## config.mk

```make
export PLATFORM = sky130hd
export DESIGN_NAME = inst_fetch
export DESIGN_NICKNAME = d
export VERILOG_FILES = /design/src/rtl/inst_fetch.sv
export SDC_FILE = /design/constraint.sdc
export NUM_CORES = 1
export LEC_CHECK = 0
export CORE_MARGIN = 1
export CORE_UTILIZATION = 50
export CTS_CLUSTER_DIAMETER = 60
export CTS_CLUSTER_SIZE = 8
export DETAILED_ROUTE_END_ITERATION = 8
export PLACE_DENSITY = 0.83
export SYNTH_ARGS = -nofsm -noshare
export SYNTH_HDL_FRONTEND = slang
export SYNTH_SLANG_ARGS = --single-unit
export TNS_END_PERCENT = 50
```

## constraint.sdc

```tcl
create_clock -name i_clk -period 2.1 [get_ports i_clk]
set_input_delay 0.42 -clock i_clk [delete_from_list [all_inputs] [get_ports i_clk]]
set_output_delay 0.42 -clock i_clk [all_outputs]
set_load 0.1 [all_outputs]
```

## src/rtl/inst_fetch.sv

```systemverilog
// rtl/inst_fetch.sv - instruction fetch stage with instruction register, skid buffer and redirect drain
module inst_fetch #(
    parameter int                ADDR_W   = 32,
    parameter logic [ADDR_W-1:0] RESET_PC = '0,
    parameter logic [31:0]       NOP_INST = 32'h0000_0013
) (
    input  logic              i_clk,
    input  logic              i_rst,
    output logic              o_imem_req,
    output logic [ADDR_W-1:0] o_imem_addr,
    input  logic              i_imem_ack,
    input  logic [31:0]       i_imem_rdata,
    input  logic              i_stall,
    input  logic              i_redirect,
    input  logic [ADDR_W-1:0] i_redirect_pc,
    output logic [31:0]       o_inst,
    output logic [ADDR_W-1:0] o_inst_pc,
    output logic              o_inst_valid,
    output logic [4:0]        o_opcode,
    output logic [2:0]        o_func3,
    output logic [6:0]        o_func7,
    output logic [4:0]        o_rd,
    output logic [4:0]        o_rs1,
    output logic [4:0]        o_rs2
);

    typedef enum logic [1:0] {
        S_IDLE  = 2'd0,
        S_FETCH = 2'd1,
        S_DRAIN = 2'd2
    } state_t;

    state_t            r_state;
    state_t            w_state_next;
    logic [ADDR_W-1:0] r_pc;
    logic [ADDR_W-1:0] r_drain_addr;
    logic [ADDR_W-1:0] r_inst_pc;
    logic [ADDR_W-1:0] r_skid_pc;
    logic [31:0]       r_inst;
    logic [31:0]       r_skid_inst;
    logic              r_inst_valid;
    logic              r_skid_valid;

    logic              w_req;
    logic              w_ack;
    logic              w_redirect;
    logic [ADDR_W-1:0] w_redirect_pc;
    logic [ADDR_W-1:0] w_pc_inc;
    logic [31:0]       w_inst;

    // Redirect targets are always word aligned; pc+4 wraps naturally at ADDR_W bits.
    assign w_redirect_pc = i_redirect_pc & {{(ADDR_W-2){1'b1}}, 2'b00};
    assign w_pc_inc      = r_pc + ADDR_W'(4);

    // Request is held while fetching with room in the skid, and throughout a drain.
    always_comb begin
        w_req = 1'b0;
        if (r_state == S_FETCH && !r_skid_valid) begin
            w_req = 1'b1;
        end else if (r_state == S_DRAIN) begin
            w_req = 1'b1;
        end
    end

    assign w_ack      = w_req & i_imem_ack;
    assign w_redirect = i_redirect & (r_state != S_IDLE);

    // FSM state register.
    always_ff @(posedge i_clk) begin
        if (i_rst) begin
            r_state <= S_IDLE;
        end else begin
            r_state <= w_state_next;
        end
    end

    // FSM next state: a redirect with an unanswered request must wait out the stale ack.
    always_comb begin
        w_state_next = r_state;
        case (r_state)
            S_IDLE:  w_state_next = S_FETCH;
            S_FETCH: begin
                if (w_redirect && w_req && !w_ack) begin
                    w_state_next = S_DRAIN;
                end
            end
            S_DRAIN: begin
                if (w_ack) begin
                    w_state_next = S_FETCH;
                end
            end
            default: w_state_next = S_IDLE;
        endcase
    end

    // Program counter and the address of the request being drained.
    always_ff @(posedge i_clk) begin
        if (i_rst) begin
            r_pc         <= RESET_PC;
            r_drain_addr <= RESET_PC;
        end else begin
            if (w_redirect) begin
                r_pc <= w_redirect_pc;
            end else if (r_state == S_FETCH && w_ack) begin
                r_pc <= w_pc_inc;
            end
            if (w_redirect && r_state == S_FETCH && w_req && !w_ack) begin
                r_drain_addr <= r_pc;
            end
        end
    end

    // Instruction register and skid: route accepted words, drain skid on unstall, flush on redirect.
    always_ff @(posedge i_clk) begin
        if (i_rst) begin
            r_inst       <= NOP_INST;
            r_inst_pc    <= RESET_PC;
            r_inst_valid <= 1'b0;
            r_skid_inst  <= NOP_INST;
            r_skid_pc    <= RESET_PC;
            r_skid_valid <= 1'b0;
        end else if (w_redirect) begin
            r_inst       <= NOP_INST;
            r_inst_valid <= 1'b0;
            r_skid_valid <= 1'b0;
        end else if (r_state == S_FETCH) begin
            if (w_ack && (!i_stall || !r_inst_valid)) begin
                r_inst       <= i_imem_rdata;
                r_inst_pc    <= r_pc;
                r_inst_valid <= 1'b1;
            end else if (w_ack) begin
                r_skid_inst  <= i_imem_rdata;
                r_skid_pc    <= r_pc;
                r_skid_valid <= 1'b1;
            end else if (!i_stall && r_skid_valid) begin
                r_inst       <= r_skid_inst;
                r_inst_pc    <= r_skid_pc;
                r_inst_valid <= 1'b1;
                r_skid_valid <= 1'b0;
            end else if (!i_stall) begin
                r_inst_valid <= 1'b0;
            end
        end
    end

    assign w_inst       = r_inst_valid ? r_inst : NOP_INST;
    assign o_imem_req   = w_req;
    assign o_imem_addr  = (r_state == S_DRAIN) ? r_drain_addr : r_pc;
    assign o_inst       = w_inst;
    assign o_inst_pc    = r_inst_pc;
    assign o_inst_valid = r_inst_valid;
    assign o_opcode     = w_inst[6:2];
    assign o_func3      = w_inst[14:12];
    assign o_func7      = w_inst[31:25];
    assign o_rd         = w_inst[11:7];
    assign o_rs1        = w_inst[19:15];
    assign o_rs2        = w_inst[24:20];

endmodule
```

Word level (Yosys, flattened, before mapping):

Index checks and enable logic that the tools add are counted.

* $add $sub $neg: 1
* eq/ne operators: 6
* muxes and demuxes: 21
* bitwise gates (word level): 4
* reductions and logical operators: 26

Operators with widths (number)
* 32-bit 2-to-1 mux: 10
* 32-bit by 3-bit adder with 32-bit output (second input constant): 1
* 1-bit logical AND: 9
* 3-bit AND reduction: 3
* 1-bit 2-to-1 mux: 8
* 4-bit AND reduction: 2
* 2-bit nonzero test: 4
* 2-bit one-hot mux with 3 select lines: 1
* 1-bit logical NOT: 4
* 2-bit 2-to-1 mux: 2
* 2-bit != test (second input constant): 2
* 3-bit by 1-bit != test with 1-bit output (second input constant): 1
* 1-bit AND: 2
* 2-bit by 1-bit == test with 1-bit output (second input constant): 1
* 2-bit == test (second input constant): 1
* 2-bit logical NOT: 1
* 2-bit by 1-bit != test with 1-bit output (second input constant): 1
* 1-bit NOT: 2
* 2-bit AND reduction: 1
* 2-bit OR reduction: 1
* 1-bit logical OR: 1

* bits in registers: 196
* input port bits: 69
* output and inout bits: 128
* logic and storage cells: 68

Longest topological paths before layout:

Gate-level depths: netlist of the first run.

* depth after elaboration: 8
* gate-level depth with buffers: 8
* gate-level depth less buffers: 6

Worst setup path before layout of the first run:

OpenSTA, ideal clock, no wires.

* kind: reg-to-output
* start point: register r_inst_valid (netlist: o_inst_valid)
* end point: output o_opcode[0]
* data arrival time: 2.546 ns
* required time: 1.680 ns
* path slack: -0.866 ns
* stages on the path, launching flop included: 4
* buffers on the path: 2
* cells stage by stage: dfxtp_1 clkbuf_1 and2_1 buf_4

* word-level cells in the longest chain between the ends: 1

RTL lines
* start: declaration: line 41 `logic r_inst_valid;`
* start signal: assignment: line 118 `r_inst_valid <= 1'b0;`
* start signal: assignment: line 124 `r_inst_valid <= 1'b0;`
* start signal: assignment: line 130 `r_inst_valid <= 1'b1;`
* 32-bit 2-to-1 mux: line 146 `assign w_inst = r_inst_valid ? r_inst : NOP_INST;`
* end: declaration: line 19 `output logic [4:0] o_opcode,`

No other way between the ends.

Final worst setup path of the first run:

* start point: register r_state[0]
* end point: output o_imem_addr[22]

* word-level cells in the longest chain between the ends: 2

RTL lines
* start: declaration: line 33 `state_t r_state;`
* start signal: assignment: line 73 `r_state <= w_state_next;`
* 2-bit == test: line 148 `assign o_imem_addr = (r_state == S_DRAIN) ? r_drain_addr : r_pc;`
* 32-bit 2-to-1 mux: line 148
* end: declaration: line 10 `output logic [ADDR_W-1:0] o_imem_addr,`

No other way between the ends.

==> flow_metrics.env, run 1 <==
export IMPL_reg2reg_to="r_pc[30]"
export IMPL_p_leak_nw=4.75
export IMPL_whs_ps=454
export IMPL_final_nets=1257
export IMPL_rrSetupSlack_ps=0
export IMPL_cp_slowest_cell="mux2_2"
export IMPL_synth_seq_cells=188
export IMPL_cts_buffers_inserted=17
export IMPL_synth_area_per_cell_um2=8.26
export IMPL_die_h_um=133
export IMPL_worst_setup_path_start_kind="flip-flop"
export IMPL_synth_most_common_cell="nand2_1"
export IMPL_synthArstFlopShare_pct=0
export IMPL_clk_pin_slew_ps=70
export IMPL_synth_top_area_share_pct=44.2
export IMPL_cp_end_kind="primary output"
export IMPL_synth_cell_types=46
export IMPL_yosysSeqAreaShare_pct=44.2
export IMPL_core_area_mm2=0.0166
export IMPL_violations="negative setup slack"
export IMPL_peakVddDrop_mv=0.651
export IMPL_synth_area_mm2=0.00852
export IMPL_synth_main_ff_cell="dfxtp_1"
export IMPL_grt_pass1_vias=8013
export IMPL_dr_pass1_iters=6
export IMPL_pin_count=197
export IMPL_area_growth_pct=46.0
export IMPL_whs_path_depth=2
export IMPL_drc=0
export IMPL_globalplace_congestion=0.835
export IMPL_grt_overflow=0
export IMPL_hold_viol=0
export IMPL_path_delay_family="multiplexers"
export IMPL_hpwl_um=17000
export IMPL_critPathMaxStageDelay_ps=380
export IMPL_cp_required_ps=1680
export IMPL_synth_area_leaders="dfxtp_1, nand2_1, a21oi_1"
export IMPL_cap_violations=0
export IMPL_via_per_inst=5.94
export IMPL_htree_levels=4
export IMPL_path_cells="and2b_4, buf_12, mux2_2, buf_12"
export IMPL_setup_viol=32
export IMPL_cp_arrival_ps=1800
export IMPL_wl_per_cell_um=18.3
export IMPL_rsz0062_at_grt="yes"
export IMPL_fin_crit_ps=2220
export IMPL_fmax_mhz=451
export IMPL_p_per_area_mw_per_mm2=708
export IMPL_status="finished with violations"
export IMPL_critPathKind="reg2out"
export IMPL_grt_use_total_pct=29.1
export IMPL_antenna_found_initial=0
export IMPL_postCtsHoldBufs=0
export IMPL_cts_root_buf="clkbuf_16"
export IMPL_grt_max_degree=104
export IMPL_crit_start="r_state[0]"
export IMPL_rr_worst_depth=6
export IMPL_clkLatencyLatePin_ps=440
export IMPL_critical_path_buf_inv_count=2
export IMPL_nFillCells=1048
export IMPL_layout_setup_ws_ps=-117
export IMPL_finalCritPeriodShare_pct=106
export IMPL_io_buffers=190
export IMPL_grt_pass1_wl_um=40700
export IMPL_whs_endpoint="r_drain_addr[25]"
export IMPL_synth_largest_area_cell="dfxtp_1"
export IMPL_ys_warn_count=0
export IMPL_critPathMostFrequentCell="buf_12"
export IMPL_setup_tns_final_ps=-2800
export IMPL_r2r_start="r_state[0]"
export IMPL_synth_edf_count=0
export IMPL_skew_ps=21.3
export IMPL_cts_sinks=188
export IMPL_drt_iter0_markers=862
export IMPL_cts_tree="done"
export IMPL_rows=47
export IMPL_initial_core_util_pct=51.4
export IMPL_synthTopCellsByCount="nand2_1, dfxtp_1, a21oi_1"
export IMPL_fp_dieArea_mm2=0.0176
export IMPL_min_path_type="reg2reg"
export IMPL_clockBufferDepth=2
export IMPL_postRouteAntennaNets=0
export IMPL_syn_inst=1031
export IMPL_fp_dieW_um=133
export IMPL_place_worst_setup_slack_ps=-418
export IMPL_path_max_fanout=11
export IMPL_n_antenna_cell=0
export IMPL_vias=8438
export IMPL_routed_wl_um=26000
export IMPL_holdCritStartpoint="r_drain_addr[25]"
export IMPL_drive_above_1_share_pct=28.2
export IMPL_slew_violations=0
state kept, by name, summed over array words and instances, names as in the netlist:
name,flops
r_pc,30
r_skid_inst,32
r_inst,32
r_drain_addr,30
r_skid_pc,30
r_state,2
o_inst_valid,1
o_inst_pc,30
r_skid_valid,1
through the flow:
| stage | power, mW | cell area [um2] | utilization, % | cells |
|---|---|---|---|---|
| 2_1_floorplan | 5.01 | 8600 | - | 1034 |
| 3_3_place_gp | 5.70 | 11700 | 70.7 | 1385 |
| 3_5_place_dp | 5.74 | 11700 | 70.7 | 1385 |
| 4_1_cts | 8.79 | 12300 | 74.2 | 1417 |
| 5_1_grt | 9.09 | 12400 | 75.0 | 1420 |
| 6_report | 8.81 | 12400 | 75.0 | 1420 |
power breakdown:
group	switching (mW)	internal (mW)
Combinational	1.20	0.708
Clock	1.41	1.68
Sequential	0.115	3.70
Total	2.72	6.09
worst max-delay path by stage:
| stage | to | cells past startpoint |
|---|---|---|
| after floorplan | o_opcode[0] | 3 |
| after global placement | r_pc[31] | 6 |
| after detailed placement | r_pc[31] | 6 |
| after CTS | o_imem_addr[22] | 4 |
| after global routing | o_imem_addr[8] | 4 |
| final | o_imem_addr[22] | 4 |
worst reg2reg max path: stages (launching register included):
cell,delay [ps]
dfxtp_2,350
buf_4,110
or3b_4,400
nor4_4,410
nand4_2,190
or3_1,390
a31oi_1,180
timing repair:
item                                    4_1_cts  5_1_grt
endpoints found under the hold margin         0        0
endpoints found under the setup margin       31       64
buffers inserted                              0        2
gates resized for setup                       6       23
gates cloned                                  0        1
pin swaps                                     0        1
kinds of logic after synthesis:
group           Yosys count  synth area share [%]
compound gates          277                  21.6
xor+xnor                 22                  2.26
fa+ha+maj                 1                 0.147
buf+inv                 129                  7.50
flops                   188                  44.2
mux                      32                  4.21
other cells               1                0.0440
simple gates            381                  20.1
routing by layer:
| metal | global-route usage [%] | share of wire [%] | wire length (um) |
|---|---|---|---|
| met4 | 16.7 | 4.7 | 1220 |
| met3 | 5.52 | 7.3 | 1900 |
| met2 | 48.9 | 49 | 12700 |
| met5 | 0 | 0 | 0 |
| met1 | 34.9 | 39 | 10200 |
layout by cell type (no fill, tap or decap), types with 4 or more instances in the layout:
| master | synthesis | routed |
|---|---|---|
| a211oi_1 | 11 | 11 |
| a21oi_1 | 134 | 133 |
| a221o_1 | 6 | 6 |
| a22oi_1 | 29 | 29 |
| a31oi_1 | 6 | 6 |
| and2_1 | 33 | 4 |
| and2_2 | 0 | 8 |
| and2_4 | 0 | 21 |
| and3_1 | 7 | 6 |
| and4_1 | 7 | 7 |
| buf_12 | 0 | 109 |
| buf_4 | 37 | 84 |
| clkbuf_16 | 0 | 18 |
| clkdlybuf4s50_1 | 0 | 65 |
| clkinv_4 | 0 | 4 |
| conb_1 | 1 | 4 |
| dfxtp_1 | 188 | 185 |
| mux2_2 | 31 | 15 |
| mux2_4 | 0 | 16 |
| nand2_1 | 202 | 202 |
| nand2b_1 | 5 | 4 |
| nand3_1 | 15 | 13 |
| nand4_1 | 9 | 9 |
| nor2_1 | 82 | 80 |
| o21ai_0 | 26 | 26 |
| o221a_2 | 30 | 30 |
| o2bb2ai_1 | 29 | 29 |
| or3_1 | 5 | 5 |
| xnor2_1 | 6 | 6 |
| xor2_1 | 16 | 16 |
final cells by class:
cell class / count / area (um2) / share of cell area [%]
repair buffers: 261 / 3510 / 28.2
inverters: 2 / 7.51 / 0.0603
multi-input cells: 717 / 4320 / 34.7
well taps: 220 / 275 / 2.21
flip-flops and latches: 188 / 3770 / 30.3
clock buffers: 20 / 447 / 3.59
clock inverters: 12 / 114 / 0.915
Power figures use the tool's default switching activity.
==> inputs of run 2 (changes only) <==
--- a/config.mk
+++ b/config.mk
@@ -5,8 +5,9 @@
 export SDC_FILE = /design/constraint.sdc
 export NUM_CORES = 1
 export LEC_CHECK = 0
+export ABC_AREA = 1
 export CORE_MARGIN = 1
-export CORE_UTILIZATION = 50
+export CORE_UTILIZATION = 51
 export CTS_CLUSTER_DIAMETER = 60
 export CTS_CLUSTER_SIZE = 8
 export DETAILED_ROUTE_END_ITERATION = 8
==> flow_metrics.env, run 2 <==
export IMPL_status="completed"
export IMPL_area_growth_pct=44.4
export IMPL_whs_path_depth=2
export IMPL_slew_violations=0
export IMPL_grt_use_total_pct=28.7
export IMPL_critPathKind="reg2out"
export IMPL_die_h_um=136
export IMPL_globalplace_congestion=0.978
export IMPL_cap_violations=0
export IMPL_min_path_type="reg2reg"
export IMPL_drc=0
export IMPL_worst_setup_path_start_kind="flip-flop"
export IMPL_synth_seq_cells=188
export IMPL_synth_cell_types=33
export IMPL_p_leak_nw=5.37
export IMPL_clockBufferDepth=2
export IMPL_cts_buffers_inserted=17
export IMPL_layout_setup_ws_ps=8.71
export IMPL_p_total_mw=9.23
export IMPL_synth_area_leaders="dfxtp_1, nand2_1, o21ai_0"
export IMPL_final_nets=1585
export IMPL_cp_slowest_cell="dfxtp_2"
export IMPL_clkLatencyLatePin_ps=430
export IMPL_yosysSeqAreaShare_pct=41.2
export IMPL_grt_pass1_vias=8448
export IMPL_drt_iter0_markers=895
export IMPL_synth_largest_area_cell="dfxtp_1"
export IMPL_antenna_found_initial=0
export IMPL_synthArstFlopShare_pct=0
export IMPL_p_per_area_mw_per_mm2=700
export IMPL_cts_tree="done"
export IMPL_clk_pin_slew_ps=70
export IMPL_synth_edf_count=0
export IMPL_path_cells="inv_4, nand2_4, clkinv_8, clkbuf_16, o21ai_4, buf_12"
export IMPL_grt_overflow=0
export IMPL_synth_area_per_cell_um2=6.61
export IMPL_drive_above_1_share_pct=18.7
export IMPL_io_buffers=190
export IMPL_cts_sinks=188
export IMPL_fmax_mhz=478
export IMPL_setup_viol=0
export IMPL_fin_area_mm2=0.0132
export IMPL_synth_area_mm2=0.00914
export IMPL_wl_per_cell_um=15.3
export IMPL_synth_most_common_cell="nand2_1"
export IMPL_synthTopCellsByCount="nand2_1, dfxtp_1, o21ai_0"
export IMPL_hpwl_um=17300
export IMPL_postCtsHoldBufs=0
export IMPL_cp_required_ps=1680
export IMPL_hold_viol=0
export IMPL_fin_crit_ps=2090
export IMPL_synth_main_ff_cell="dfxtp_1"
export IMPL_htree_levels=4
export IMPL_path_max_fanout=7
export IMPL_fp_dieW_um=136
export IMPL_critPathMaxStageDelay_ps=370
export IMPL_synth_top_area_share_pct=41.2
export IMPL_r2r_start="r_pc[2]"
export IMPL_grt_max_degree=83
export IMPL_cp_end_kind="primary output"
export IMPL_skew_ps=14.8
export IMPL_rsz0062_at_grt="yes"
export IMPL_pin_count=197
export IMPL_holdCritStartpoint="r_inst[22]"
export IMPL_largestRegisters="r_inst x32, r_skid_inst x32"
export IMPL_peakVddDrop_mv=0.603
export IMPL_n_antenna_cell=0
export IMPL_cp_arrival_ps=1670
export IMPL_initial_core_util_pct=52.4
export IMPL_grt_pass1_wl_um=41600
export IMPL_core_area_mm2=0.0174
export IMPL_place_worst_setup_slack_ps=31.0
export IMPL_rows=48
export IMPL_rr_worst_depth=10
export IMPL_fp_dieArea_mm2=0.0185
export IMPL_final_common_cell="nand2_1"
export IMPL_postRouteAntennaNets=0
export IMPL_final_cell_mix="nand2_1, dfxtp_1, o21ai_0"
export IMPL_cts_root_buf="clkbuf_16"
export IMPL_crit_start="r_state[0]"
export IMPL_vias=9403
export IMPL_syn_inst=1381
export IMPL_ys_warn_count=0
export IMPL_dr_pass1_iters=7
export IMPL_placed_area_mm2=0.0121
export IMPL_via_per_inst=5.36
export IMPL_finalCritPeriodShare_pct=99.6
export IMPL_routed_wl_um=26800
export IMPL_rrSetupSlack_ps=130
## run 2: cell types whose count changed in the layout (fill, tap and decap cells not counted), sizes merged, moves of 32 or more
| cell | change |
|---|---|
| and2 | -32 |
| buf | -38 |
| inv | +132 |
| nand2 | +178 |
| o21ai | +183 |
## run 2: cell type report
class                           count  area, um2
Tap cell                          225        282
Multi-Input combinational cell    915       4440
Clock buffer                       23        488
Fill cell                        1247       4220
Sequential cell                   188       3770
Clock inverter                      9        156
Inverter                          167        754
Timing Repair Buffer              226       3300
## run 2: layer usage
metal,vias up,wire (um),GRT usage [%]
met5,-,0,0
li1,4610,-,-
met1,4237,10800,36.5
met3,98,2290,4.55
met4,0,913,12.2
met2,458,12800,48.0
## run 2: worst max-delay path, delay by kind of cell (launching register included)
| family | cells | cell delay, ps |
|---|---|---|
| and+or+nand+nor | 1 | 90 |
| DFF | 1 | 370 |
| buffers and inverters | 4 | 560 |
| AOI/OAI and AO/OA | 1 | 200 |
## run 2: path summary, 6_finish.rpt
kind	endpoint
worst max-delay path	o_imem_addr[18]
worst min register to register	r_inst[22]
worst min-delay path	r_inst[22]
worst max register to register	r_pc[26]
## run 2: cells by family (layout without fill, tap and decap cells)
logic type,after synthesis,in the layout,share of synthesized area (%)
and+or+nand+nor,541,541,23.6
buffers and inverters,281,425,14.2
adders and majority gates,1,1,0.137
AOI/OAI and AO/OA,361,361,20.1
DFF,188,188,41.2
xor gates and xnor gates,8,8,0.767
other,1,4,0.0411
## run 2: where the power goes
part	leakage [nW]	total, mW	internal, mW	switching, mW
combinational	3.53	1.83	0.631	1.20
sequential	1.53	3.88	3.75	0.133
clock	0.314	3.51	2.13	1.39
## run 2: through the flow
step	setup TNS, ps	std cells	hold slack, ps	utilization, %
floorplan	-4050	1384	442	-
global placement	0	1713	452	69.7
detailed placement	0	1713	455	69.7
CTS	0	1748	466	74.9
global route	-98.3	1753	480	75.7
finish	0	1753	466	75.7
## run 2: timing repair
| action | in CTS | in global routing |
|---|---|---|
| cloned | 3 | 3 |
| setup buffers | 0 | 2 |
| pin swaps | 0 | 1 |
| endpoints found under the setup margin | 30 | 34 |
| resized for setup | 31 | 11 |
==> inputs of run 3 (changes only) <==
--- a/config.mk
+++ b/config.mk
@@ -15,4 +15,4 @@
 export SYNTH_ARGS = -nofsm -noshare
 export SYNTH_HDL_FRONTEND = slang
 export SYNTH_SLANG_ARGS = --single-unit
-export TNS_END_PERCENT = 50
+export TNS_END_PERCENT = 20
==> flow_metrics.env, run 3 (synthesis results as in run 2) <==
export IMPL_postRouteAntennaNets=0
export IMPL_cp_arrival_ps=1650
export IMPL_cap_violations=0
export IMPL_largestRegisters="r_inst x32, r_skid_inst x32"
export IMPL_slew_violations=0
export IMPL_clkLatencyLatePin_ps=430
export IMPL_fin_crit_ps=2070
export IMPL_stdcell_count=1752
export IMPL_status="completed"
export IMPL_fp_dieArea_mm2=0.0185
export IMPL_p_leak_nw=5.34
export IMPL_htree_levels=4
export IMPL_die_h_um=136
export IMPL_cts_tree="done"
export IMPL_drc=0
export IMPL_peakVddDrop_mv=0.606
export IMPL_antenna_found_initial=0
export IMPL_via_per_inst=5.31
export IMPL_clk_pin_slew_ps=70
export IMPL_worst_setup_path_start_kind="flip-flop"
export IMPL_finalCritPeriodShare_pct=98.4
export IMPL_wl_per_cell_um=14.9
export IMPL_dp_cells=1717
export IMPL_layout_setup_ws_ps=34.1
export IMPL_setup_tns_final_ps=0
export IMPL_grt_overflow=0
export IMPL_fp_dieW_um=136
export IMPL_p_per_area_mw_per_mm2=691
export IMPL_cts_buffers_inserted=17
export IMPL_routed_wl_um=26000
export IMPL_grt_pass1_vias=8473
export IMPL_final_nets=1584
export IMPL_pin_count=197
export IMPL_dr_pass1_iters=6
export IMPL_critPathKind="reg2out"
export IMPL_path_max_fanout=17
export IMPL_grt_use_total_pct=28.6
export IMPL_io_buffers=190
export IMPL_slew_headroom_pct=65.6
export IMPL_drt_iter0_markers=883
export IMPL_globalplace_congestion=0.948
export IMPL_hold_viol=0
export IMPL_final_cell_mix="nand2_1, dfxtp_1, o21ai_0"
export IMPL_cts_root_buf="clkbuf_16"
export IMPL_grt_max_degree=61
export IMPL_rows=48
export IMPL_cp_end_kind="primary output"
export IMPL_core_area_mm2=0.0174
export IMPL_postCtsHoldBufs=0
export IMPL_vias=9308
export IMPL_final_common_cell="nand2_1"
export IMPL_whs_ps=465
export IMPL_setup_viol=0
export IMPL_drive_above_1_share_pct=17.7
export IMPL_skew_ps=9.42
export IMPL_fin_util_pct=74.8
export IMPL_cp_required_ps=1680
export IMPL_grt_pass1_wl_um=41600
export IMPL_rsz0062_at_grt="yes"
export IMPL_initial_core_util_pct=52.4
export IMPL_hpwl_um=17400
export IMPL_place_worst_setup_slack_ps=7.82
export IMPL_n_antenna_cell=0
export IMPL_clockBufferDepth=2
export IMPL_min_path_type="reg2reg"
export IMPL_cts_sinks=188
export IMPL_fmax_mhz=484
export IMPL_area_growth_pct=42.7
export IMPL_worst_slew_pin_slew_ps=514
-- run 3: report_power, final --
| group | leakage, nW | total [mW] | switching [mW] | internal, mW |
|---|---|---|---|---|
| clock network | 0.300 | 3.30 | 1.38 | 1.92 |
| logic | 3.51 | 1.83 | 1.20 | 0.631 |
| registers | 1.53 | 3.88 | 0.127 | 3.75 |
| total | 5.34 | 9.00 | 2.71 | 6.30 |
-- run 3: cell type report --
cell class | instances | area (um2)
well taps | 225 | 282
repair buffers | 225 | 3280
fillers | 1299 | 4380
clock buffers | 23 | 498
clock inverters | 9 | 109
flip-flops and latches | 188 | 3770
inverters | 167 | 742
multi-input cells | 915 | 4360
-- run 3: path summary, 6_finish.rpt --
path	start	end	slack, ps	cells after the start
max	r_state[0]	o_imem_addr[31]	30	7
min	r_inst[9]	r_inst[9]	470	2
max reg2reg	r_pc[3]	r_pc[26]	220	10
min reg2reg	r_inst[9]	r_inst[9]	470	2
-- run 3: through the flow --
step           power [mW]  cell area, um2
2_1_floorplan        5.10            9470
3_3_place_gp         5.67           12200
3_5_place_dp         5.71           12200
4_1_cts              9.03           13000
5_1_grt              9.35           13000
6_report             9.00           13000
-- run 3: worst max-delay path: stages, from the launching register on --
cell     delay, ps
dfxtp_2        350
inv_4           80
nand2_4         70
inv_8          130
buf_12         170
nand2_1        110
o21ai_4        100
buf_12         190
-- run 3: timing repair --
item                                    CTS  global route
cloned                                    3             0
gates resized for setup                  30             0
buffers inserted                          0             0
endpoints found under the setup margin   25             1
pin swaps                                 1             0
-- run 3: per-layer routing --
metal	wire, um	part of all wire, %	track usage (%)
met1	10900	42	36.6
met2	12800	49	48.4
met3	1780	6.8	4.55
met4	582	2.2	10.8
met5	0	0	0
